## src/rtl/secp256k1_pkg.sv

```systemverilog
// Shared secp256k1 constants and encodings used by the inverter front end and point units.
package secp256k1_pkg;

  localparam logic [255:0] P =
    256'hFFFFFFFF_FFFFFFFF_FFFFFFFF_FFFFFFFF_FFFFFFFF_FFFFFFFF_FFFFFFFE_FFFFFC2F;

  typedef enum logic [1:0] {
    ERR_OK      = 2'b00,
    ERR_ZERO    = 2'b01,
    ERR_RANGE   = 2'b10,
    ERR_TIMEOUT = 2'b11
  } err_e;

  typedef enum logic [2:0] {
    S_IDLE,
    S_CHECK,
    S_LAUNCH,
    S_BUSY,
    S_RESP
  } state_e;

endpackage

```

## src/rtl/mod_inv_arbiter_if.sv

```systemverilog
// Requester-side request/response bundle of the modular-inverter arbiter.
interface mod_inv_arbiter_if #(
  parameter int unsigned NUM_REQ = 4
);
  logic [NUM_REQ-1:0]     req_valid;
  logic [256*NUM_REQ-1:0] req_operand;
  logic [NUM_REQ-1:0]     req_ready;
  logic [NUM_REQ-1:0]     resp_valid;
  logic [NUM_REQ-1:0]     resp_ready;
  logic [255:0]           resp_data;
  logic [1:0]             resp_err;

  // Arbiter side
  modport slave (
    input  req_valid, req_operand, resp_ready,
    output req_ready, resp_valid, resp_data, resp_err
  );

  // Requester side
  modport master (
    output req_valid, req_operand, resp_ready,
    input  req_ready, resp_valid, resp_data, resp_err
  );
endinterface

```

## src/rtl/rr_arbiter.sv

```systemverilog
// Combinational round-robin arbiter: one-hot grant and binary id of the first
// requester after last_i (with wrap).
module rr_arbiter #(
  parameter int unsigned NUM_REQ = 4,
  parameter int unsigned IDW     = (NUM_REQ > 1) ? $clog2(NUM_REQ) : 1
) (
  input  logic [NUM_REQ-1:0] req_i,
  input  logic [IDW-1:0]     last_i,
  output logic [NUM_REQ-1:0] grant_o,
  output logic [IDW-1:0]     id_o
);
  logic [IDW-1:0] idx;

  // Scan farthest-to-nearest so the last hit written is the nearest one after last_i
  always_comb begin
    grant_o = '0;
    id_o    = '0;
    idx     = '0;
    for (int unsigned off = NUM_REQ; off >= 1; off--) begin
      idx = IDW'((32'(last_i) + off) % NUM_REQ);
      if (req_i[idx]) begin
        grant_o      = '0;
        grant_o[idx] = 1'b1;
        id_o         = idx;
      end
    end
  end
endmodule

```

## src/rtl/mod_inv_arbiter.sv

```systemverilog
// mod_inv_arbiter: round-robin front end for the shared secp256k1 modular inverter.
// Screens operands, launches the inverter, supervises it with a timeout and
// returns result/error on the granted requester's response channel.
module mod_inv_arbiter #(
  parameter int unsigned  NUM_REQ        = 4,
  parameter int unsigned  TIMEOUT_CYCLES = 4096,
  parameter logic [255:0] P              = secp256k1_pkg::P
) (
  input  logic             clk,
  input  logic             reset,
  mod_inv_arbiter_if.slave req_if,
  output logic             inv_start,
  output logic [255:0]     inv_operand,
  input  logic             inv_done,
  input  logic [255:0]     inv_result,
  output logic             inv_abort,
  output logic             busy,
  output logic [31:0]      ops_done
);
  import secp256k1_pkg::*;

  localparam int unsigned IDW  = (NUM_REQ > 1) ? $clog2(NUM_REQ) : 1;
  localparam int unsigned CNTW = (TIMEOUT_CYCLES > 1) ? $clog2(TIMEOUT_CYCLES) : 1;

  state_e             state_q, state_d;
  err_e               err_q, err_d;
  logic [IDW-1:0]     gid_q, gid_d;
  logic [IDW-1:0]     rr_last_q, rr_last_d;
  logic [IDW-1:0]     win_id;
  logic [NUM_REQ-1:0] grant;
  logic [255:0]       operand_q, operand_d;
  logic [255:0]       data_q, data_d;
  logic [255:0]       win_op;
  logic [CNTW-1:0]    cnt_q, cnt_d;
  logic [31:0]        ops_q, ops_d;

  rr_arbiter #(
    .NUM_REQ (NUM_REQ),
    .IDW     (IDW)
  ) u_rr (
    .req_i   (req_if.req_valid),
    .last_i  (rr_last_q),
    .grant_o (grant),
    .id_o    (win_id)
  );

  assign win_op           = req_if.req_operand[256*win_id +: 256];
  assign req_if.req_ready = (state_q == S_IDLE) ? grant : '0;
  assign req_if.resp_data = data_q;
  assign req_if.resp_err  = err_q;
  assign inv_operand      = operand_q;
  assign busy             = (state_q != S_IDLE);
  assign ops_done         = ops_q;

  // State and datapath registers
  always_ff @(posedge clk) begin
    if (reset) begin
      state_q   <= S_IDLE;
      err_q     <= ERR_OK;
      gid_q     <= '0;
      rr_last_q <= IDW'(NUM_REQ - 1);
      operand_q <= '0;
      data_q    <= '0;
      cnt_q     <= '0;
      ops_q     <= '0;
    end else begin
      state_q   <= state_d;
      err_q     <= err_d;
      gid_q     <= gid_d;
      rr_last_q <= rr_last_d;
      operand_q <= operand_d;
      data_q    <= data_d;
      cnt_q     <= cnt_d;
      ops_q     <= ops_d;
    end
  end

  // Next-state logic and inverter control strobes
  always_comb begin
    state_d   = state_q;
    err_d     = err_q;
    gid_d     = gid_q;
    rr_last_d = rr_last_q;
    operand_d = operand_q;
    data_d    = data_q;
    cnt_d     = cnt_q;
    ops_d     = ops_q;
    inv_start = 1'b0;
    inv_abort = 1'b0;
    unique case (state_q)
      S_IDLE: begin
        if (|grant) begin
          operand_d = win_op;
          gid_d     = win_id;
          rr_last_d = win_id;
          state_d   = S_CHECK;
        end
      end
      S_CHECK: begin
        if (operand_q == '0) begin
          err_d   = ERR_ZERO;
          data_d  = '0;
          state_d = S_RESP;
        end else if (operand_q >= P) begin
          err_d   = ERR_RANGE;
          data_d  = '0;
          state_d = S_RESP;
        end else begin
          state_d = S_LAUNCH;
        end
      end
      S_LAUNCH: begin
        inv_start = 1'b1;
        cnt_d     = '0;
        state_d   = S_BUSY;
      end
      S_BUSY: begin
        cnt_d = cnt_q + 1'b1;
        if (inv_done) begin
          data_d  = inv_result;
          err_d   = ERR_OK;
          state_d = S_RESP;
        end else if (cnt_q == CNTW'(TIMEOUT_CYCLES - 1)) begin
          inv_abort = 1'b1;
          data_d    = '0;
          err_d     = ERR_TIMEOUT;
          state_d   = S_RESP;
        end
      end
      S_RESP: begin
        if (req_if.resp_ready[gid_q]) begin
          if (err_q == ERR_OK) ops_d = ops_q + 32'd1;
          state_d = S_IDLE;
        end
      end
      default: state_d = S_IDLE;
    endcase
  end

  // One-hot response valid toward the granted requester
  always_comb begin
    req_if.resp_valid = '0;
    if (state_q == S_RESP) req_if.resp_valid[gid_q] = 1'b1;
  end
endmodule

```

## src/flat_wrapper.sv

```systemverilog
// flat-port wrapper written by rule: the top's interface ports become plain ports
module mod_inv_arbiter_flat import secp256k1_pkg::*;
#(
  parameter int unsigned  NUM_REQ        = 4,
  parameter int unsigned  TIMEOUT_CYCLES = 4096,
  parameter logic [255:0] P              = secp256k1_pkg::P
)
  (clk, reset, inv_start, inv_operand, inv_done, inv_result, inv_abort, busy, ops_done, req_if_req_valid, req_if_req_operand, req_if_resp_ready, req_if_req_ready, req_if_resp_valid, req_if_resp_data, req_if_resp_err);
  mod_inv_arbiter_if #(.NUM_REQ(NUM_REQ)) req_if_i ();
  input  logic clk;
  input  logic reset;
  output logic inv_start;
  output logic [255:0] inv_operand;
  input  logic inv_done;
  input  logic [255:0] inv_result;
  output logic inv_abort;
  output logic busy;
  output logic [31:0] ops_done;
  input wire logic [$bits(req_if_i.req_valid)-1:0] req_if_req_valid;
  input wire logic [$bits(req_if_i.req_operand)-1:0] req_if_req_operand;
  input wire logic [$bits(req_if_i.resp_ready)-1:0] req_if_resp_ready;
  output wire logic [$bits(req_if_i.req_ready)-1:0] req_if_req_ready;
  output wire logic [$bits(req_if_i.resp_valid)-1:0] req_if_resp_valid;
  output wire logic [$bits(req_if_i.resp_data)-1:0] req_if_resp_data;
  output wire logic [$bits(req_if_i.resp_err)-1:0] req_if_resp_err;
  assign req_if_i.req_valid = req_if_req_valid;
  assign req_if_i.req_operand = req_if_req_operand;
  assign req_if_i.resp_ready = req_if_resp_ready;
  assign req_if_req_ready = req_if_i.req_ready;
  assign req_if_resp_valid = req_if_i.resp_valid;
  assign req_if_resp_data = req_if_i.resp_data;
  assign req_if_resp_err = req_if_i.resp_err;
  mod_inv_arbiter #(.NUM_REQ(NUM_REQ), .TIMEOUT_CYCLES(TIMEOUT_CYCLES), .P(P)) u_core (.clk(clk), .reset(reset), .req_if(req_if_i), .inv_start(inv_start), .inv_operand(inv_operand), .inv_done(inv_done), .inv_result(inv_result), .inv_abort(inv_abort), .busy(busy), .ops_done(ops_done));
endmodule
```

## config.mk

```make
export PLATFORM = sky130hd
export DESIGN_NAME = mod_inv_arbiter_flat
export DESIGN_NICKNAME = d
export VERILOG_FILES = /design/src/rtl/secp256k1_pkg.sv /design/src/rtl/mod_inv_arbiter_if.sv /design/src/rtl/rr_arbiter.sv /design/src/rtl/mod_inv_arbiter.sv /design/src/flat_wrapper.sv
export SDC_FILE = /design/constraint.sdc
export NUM_CORES = 1
export LEC_CHECK = 0
export CORE_AREA = 5 5 723 725
export DETAILED_ROUTE_END_ITERATION = 8
export DIE_AREA = 0 0 728 730
export PLACE_DENSITY = 0.3
export SETUP_SLACK_MARGIN = 0.05
export SLEW_MARGIN = 30
export SYNTH_ARGS = -nofsm -noshare
export SYNTH_HDL_FRONTEND = slang
export SYNTH_HIERARCHICAL = 1
export SYNTH_SLANG_ARGS = --single-unit
```

## constraint.sdc

```tcl
create_clock -name clk -period 3.95 [get_ports clk]
set_input_delay 0.9875 -clock clk [delete_from_list [all_inputs] [get_ports clk]]
set_output_delay 0.9875 -clock clk [all_outputs]
set_load 0.02 [all_outputs]
```

==> results of run 1 <==
-- routing by layer --
metal / routed length (um) / global-route usage [%] / up-vias
li1: - / - / 13700
met1: 168000 / 17.8 / 16600
met2: 219000 / 28.1 / 2194
met3: 46300 / 7.21 / 778
met4: 13800 / 3.90 / 156
met5: 1010 / 0 / -
-- where the power goes --
part           switching, mW  leakage [nW]  internal [mW]
combinational           13.6          12.9           10.2
clock                   3.55          1.56           5.45
sequential              1.46          4.60           6.71
-- cells by family (layout without fill, tap and decap cells) --
kind of cell               Yosys count  after routing  synth area share [%]
xor gates and xnor gates            27             27                 0.900
other                                0            106                     0
DFF                                565            565                  43.0
adders and majority gates            8              8                 0.381
AOI/OAI and AO/OA                  581            581                  15.0
muxes                              271            271                  22.7
buffers and inverters              229           2294                  3.47
and+or+nand+nor                    847            847                  14.6
-- through the flow --
stage	hold WS [ns]	instance area, sq um
after global routing	0.483	58600
final	0.458	58800
after floorplan	0.449	26300
after detailed placement	0.455	55100
after global placement	0.447	55100
after CTS	0.466	58400
-- layout make-up --
cell class | instances | area [sq um]
clock inverter | 36 | 532
fill | 59000 | 457000
tap | 6783 | 8490
sequential | 565 | 11300
timing repair buffer | 2118 | 21200
clock buffer | 128 | 2650
antenna | 106 | 265
inverter | 12 | 47.5
multi-input combinational | 1734 | 14300
-- worst min-delay path, cell delays in order (launching register included) --
cell	delay [ns]
dfxtp_1	0.31
nand2_1	0.05
a21oi_1	0.05
-- synth_stat cells, drive strengths merged, types with 14 or more instances --
cell and number:
a21oi 289, nand4 87, buf 54, nand3 14, nor2 49, o21ai 14
mux4 259, a22o 257, xor2 19, clkbuf 163, dfxtp 565, nand2 551
nor4 87
-- registers in the layout, indices dropped and copies added (netlist names) --
register / count
u_core/state_q: 3
u_core/req_if.resp_data: 256
u_core/gid_q: 2
u_core/inv_operand: 256
u_core/ops_done: 32
u_core/req_if.resp_err: 2
u_core/cnt_q: 12
u_core/rr_last_q: 2
-- timing repair --
action | 4_1_cts | 5_1_grt
endpoints found under the hold margin | 0 | 0
cloned | 0 | 1
buffers inserted | 2 | 5
pin swaps | 1 | 6
endpoints found under the setup margin | 269 | 240
resized for setup | 39 | 10
-- worst max path at each step --
stage	from	to	cells past startpoint
floorplan	u_core/rr_last_q[0]	u_core/inv_operand[104]	15
global placement	req_if_req_valid[0]	u_core/inv_operand[158]	14
detailed placement	req_if_req_valid[0]	u_core/inv_operand[188]	14
CTS	u_core/rr_last_q[0]	req_if_req_ready[2]	9
global route	u_core/rr_last_q[0]	req_if_req_ready[3]	10
finish	req_if_req_valid[1]	req_if_req_ready[2]	8
==> out/metrics.csv, run 1 <==
stage;metric;value;unit
synthesis;Synth area leader;dfxtp_1;
sta;Slew @ Worst Pin;1.18;ns
grt;initial antenna violation count;463;
synthesis;number of flops mapped to enable cells by yosys;0;
layout;Layout Cells excl Fill;11500;
clocking;clk_lat worst skew;0.87;ns
worst_setup_path;worst setup path class;input port to output port;
worst_setup_path;CP max stage cell;mux4_2;
drt;routed vias;33500;
worst_setup_path;R2R depth;16;
grt;first-pass GRT wire length;523000;um
synthesis;syn avg cell area;10.4;sq um
floorplanning;Initial Util;5.10;%
layout;P&R area growth vs syn;124;%
sta;Rel. slew slack;21.6;%
clocking;clock-pin slew on the worst setup and hold paths;0.06;ns
drt;WL final;448000;um
synthesis;Synth Flop Type;dfxtp_1;
drt;DR WL/cell;39.0;um
worst_setup_path;Buf/Inv on CP;4;
worst_setup_path;worst-path maximum fanout;5;
drt;Starting DRT DRC Count;2491;
sta;Layout Skew;0.105;ns
worst_setup_path;CP Capture Type;output port;
placement;input/output buffers;1847;
sta;unrepaired setup endpoints after global routing;true;
floorplanning;Core Footprint;515000;sq um
clocking;CTS tree;yes;
layout;Finished Core Util;11.4;%
clocking;Bufs on Longest Clock Path;4;
layout;commonest non-fill, non-tap cell in the layout;clkdlybuf4s50_1;
floorplanning;die area;531000;sq um
grt;vias in the first global route;32700;
sta;final setup vio count;3;
floorplanning;I/O pin count;1848;
sta;FMAX;247;MHz
worst_setup_path;CP Launch Type;input port;
sta;Final Cycle Share;102;%
synthesis;Mapped Area;26300;sq um
outcome;status;finished with violations;
clocking;clock sinks;565;
pwr;Tot Pwr;40.9;mW
layout;nets@finish;5822;
synthesis;Cells after Synth;2528;
drt;First-pass DRT Iterations;5;
synthesis;sequential-to-total area share from yosys stat;43.0;%
sta;Max Slew Vio Count;0;
run;max cap viols;0;
synthesis;share of the synthesized area in the top cell type;43.0;%
clocking;root buf cell;clkbuf_16;
hold_path;hold endpoint;u_core/inv_operand[255];
clocking;H-tree levels;3;
floorplanning;die width;728;um
synthesis;post-synthesis cell type count;52;
floorplanning;Site Rows;264;
grt;overall routing resource usage;16.1;%
synthesis;syn_nets;3827;
drt;DRC;0;
drt;DRT antenna net count;0;
placement;DP Wirelength;407000;um
drt;Avg Vias per Cell;2.92;
hold_path;WHS Path Cells;2;
sta;Final Hold Viols;0;
synthesis;Ys Warns;6;
worst_setup_path;required time worst endpoint;2.96;ns
worst_setup_path;cell repeated most along the worst path;buf_4;
pwr;VDD IR max;0.365;mV
outcome;failing checks;negative setup slack;
worst_setup_path;crit path DAT;3.06;ns
hold_path;Hold WC Path Type;register to register;
floorplanning;Die H;730;um
layout;layout cell share with drive strength beyond 1;16.1;%
grt;total gr overflow;0;
worst_setup_path;family with the most delay on the worst path;buffers and inverters;
pwr;Pwr Density;697;nW/um^2
sta;min cycle time layout;4.05;ns
placement;pre-CTS setup slack;-1.08;ns
sta;Setup WS post-layout;-0.0986;ns
synthesis;Post-synth ARST share;0;%
worst_setup_path;Critical Path, Cell by Cell;clkdlybuf4s50_1, mux4_2, buf_4, a221oi_2, buf_4, a21oi_2, and2_1, buf_6;
worst_setup_path;Worst R2R Setup Slack;0.19;ns
placement;gp weighted congestion;1.02;
grt;pin count of the biggest net entering global routing;126;
placement;placed cells;11200;
worst_setup_path;r2r startpoint;u_core/rr_last_q[1];
clocking;total CTS buffers;92;
clocking;cts hold-fix bufs;0;
hold_path;hold wc startpoint;u_core/inv_operand[255];
synthesis;Synth area leaders;dfxtp_1 (43%), mux4_2 (22%), a22o_1 (8.6%);
pwr;Pleak;19.0;nW
layout;commonest cells after routing, fill and taps aside;clkdlybuf4s50_1 (1832), dfxtp_1 (563), nand2_1 (550);
sta;Final TNS setup;-0.173;ns
synthesis;Synth Register Bits;565;
worst_setup_path;reg-to-reg endpoint;u_core/inv_operand[155];
worst_setup_path;Crit path largest cell delay;0.60;ns
No activity file was read; power rests on OpenSTA's default activity.
==> inputs of run 2 (changes only) <==
--- a/config.mk
+++ b/config.mk
@@ -10,7 +10,6 @@
 export DIE_AREA = 0 0 728 730
 export PLACE_DENSITY = 0.3
 export SETUP_SLACK_MARGIN = 0.05
-export SLEW_MARGIN = 30
 export SYNTH_ARGS = -nofsm -noshare
 export SYNTH_HDL_FRONTEND = slang
 export SYNTH_HIERARCHICAL = 1
==> out/metrics.csv, run 2 (synthesis results as in run 1) <==
stage;metric;value;unit;change
sta;Setup WS post-layout;-0.0986;ns;unchanged
clocking;total CTS buffers;92;;unchanged
floorplanning;I/O pin count;1848;;unchanged
drt;DRT antenna net count;0;;unchanged
grt;initial antenna violation count;463;;unchanged
layout;P&R area growth vs syn;124;%;about the same
placement;placed cells;11200;;unchanged
sta;Rel. slew slack;21.7;%;+0.15 points
worst_setup_path;Worst R2R Setup Slack;0.19;ns;about the same
floorplanning;die width;728;um;unchanged
pwr;P_int;22.3;mW;about the same
drt;Avg Vias per Cell;2.92;;about the same
pwr;Clk network pwr share;22.0;%;about the same
layout;Layout Cells excl Fill;11500;;-0.0087%
drt;Starting DRT DRC Count;2488;;-0.12%
clocking;cts hold-fix bufs;0;;unchanged
sta;Final Hold Viols;0;;unchanged
floorplanning;Core Footprint;515000;sq um;unchanged
sta;FMAX;247;MHz;unchanged
sta;Max Slew Vio Count;0;;unchanged
grt;vias in the first global route;32700;;unchanged
layout;Finished Core Util;11.4;%;about the same
sta;final hold slack;0.459;ns;+0.000669 ns
grt;met2 Use GR;28.1;%;unchanged
outcome;status;finished with violations;;
drt;DR WL/cell;39.0;um;about the same
placement;DP Wirelength;407000;um;unchanged
sta;Slew @ Worst Pin;1.17;ns;-0.00226 ns
placement;gp weighted congestion;1.02;;unchanged
layout;nets@finish;5822;;unchanged
floorplanning;Die H;730;um;unchanged
floorplanning;die area;531000;sq um;unchanged
layout;commonest cells after routing, fill and taps aside;clkdlybuf4s50_1 (1833), dfxtp_1 (563), nand2_1 (550);;
grt;gr busiest metal;met2;;
clocking;clock sinks;565;;unchanged
clocking;Bufs on Longest Clock Path;4;;unchanged
clocking;clk_lat worst skew;0.87;ns;about the same
drt;First-pass DRT Iterations;5;;unchanged
sta;Final Cycle Share;102;%;unchanged
sta;Layout Skew;0.105;ns;+0.0000660 ns
pwr;VDD IR max;0.364;mV;-0.14%
floorplanning;Site Rows;264;;unchanged
floorplanning;Initial Util;5.10;%;unchanged
layout;commonest non-fill, non-tap cell in the layout;clkdlybuf4s50_1;;
clocking;clock-pin slew on the worst setup and hold paths;0.06;ns;about the same
pwr;Sw Share;45.5;%;about the same
drt;WL final;448000;um;about the same
sta;min cycle time layout;4.05;ns;unchanged
placement;input/output buffers;1847;;unchanged
drt;routed vias;33500;;+0.069%
pwr;combinational share of power;58.1;%;about the same
clocking;root buf cell;clkbuf_16;;
pwr;Pleak;19.0;nW;about the same
pwr;Pwr Density;697;nW/um^2;about the same
drt;DRC;0;;unchanged
layout;layout cell share with drive strength beyond 1;16.1;%;-0.022 points
clocking;H-tree levels;3;;unchanged
outcome;failing checks;negative setup slack;;
pwr;P_sw;18.6;mW;about the same
run;max cap viols;0;;unchanged
worst_setup_path;CP Launch Type;input port;;
grt;overall routing resource usage;16.1;%;unchanged
grt;met3 usage;7.21;%;unchanged
sta;unrepaired setup endpoints after global routing;true;;
worst_setup_path;crit path DAT;3.06;ns;about the same
worst_setup_path;CP Capture Type;output port;;
worst_setup_path;required time worst endpoint;2.96;ns;about the same
worst_setup_path;worst setup path class;input port to output port;;
clocking;CTS tree;yes;;
grt;pin count of the biggest net entering global routing;126;;unchanged
pwr;sequential power share;20.0;%;about the same
grt;grt met1 use;17.8;%;unchanged
grt;first-pass GRT wire length;523000;um;unchanged
grt;total gr overflow;0;;unchanged
sta;final setup vio count;3;;unchanged
worst_setup_path;worst-path maximum fanout;5;;unchanged
hold_path;Hold WC Path Type;register to register;;
-- run 2: cell types whose count changed in the layout (fill, tap and decap cells not counted) --
cell and delta:
clkdlybuf4s50_1 +1, buf_2 -1, diode_2 -1
-- run 2: worst max-delay path: stages --
cell and delay [ns]:
clkdlybuf4s50_1 0.49, mux4_2 0.60, buf_4 0.18, a221oi_2 0.28
buf_4 0.15, a21oi_2 0.06, and2_1 0.18, buf_6 0.14
-- run 2: path summary, 6_finish.rpt --
check	from	end	depth (start not counted)
max	req_if_req_valid[1]	req_if_req_ready[2]	8
min	u_core/inv_operand[255]	u_core/inv_operand[255]	2
max reg2reg	u_core/rr_last_q[1]	u_core/inv_operand[155]	16
min reg2reg	u_core/inv_operand[255]	u_core/inv_operand[255]	2
-- run 2: power groups by stage --
stage | clock [mW] | sequential [mW] | combinational [mW]
6_report | 9.00 | 8.17 | 23.8
5_1_grt | 9.62 | 8.27 | 25.2
4_1_cts | 9.51 | 8.20 | 24.1
3_5_place_dp | 0 | 8.30 | 23.9
3_3_place_gp | 0 | 8.30 | 24.0
2_1_floorplan | 0 | 8.59 | 9.05
-- run 2: repair_timing --
item,CTS,global route
endpoints found under the hold margin,0,0
pin swaps,1,6
cloned,0,1
resized for setup,39,10
setup endpoints to repair,269,240
setup buffers,2,5
-- run 2: stage by stage --
step	power [mW]	instance area, sq um	worst slack [ns]	TNS [ns]
6_report	41.0	58800	-0.0986	-0.173
5_1_grt	43.1	58600	-0.184	-0.549
4_1_cts	41.8	58400	-0.122	-0.219
3_5_place_dp	32.2	55100	-1.08	-241.87
3_3_place_gp	32.3	55100	-1.20	-275.90
2_1_floorplan	17.6	26300	0.250	0
-- run 2: layout make-up --
class                      instances  area, sq um
antenna                          105          263
clock buffer                     128         2650
clock inverter                    36          532
fill                           59000       457000
inverter                          12         47.5
multi-input combinational       1734        14300
sequential                       565        11300
tap                             6783         8490
timing repair buffer            2118        21200
-- run 2: metal layers --
layer	part of all wire, %	up-vias	wire [um]
li1	-	13700	-
met1	37	16600	168000
met2	49	2231	219000
met3	10	786	46200
met4	3.1	156	13900
met5	0.23	-	1010
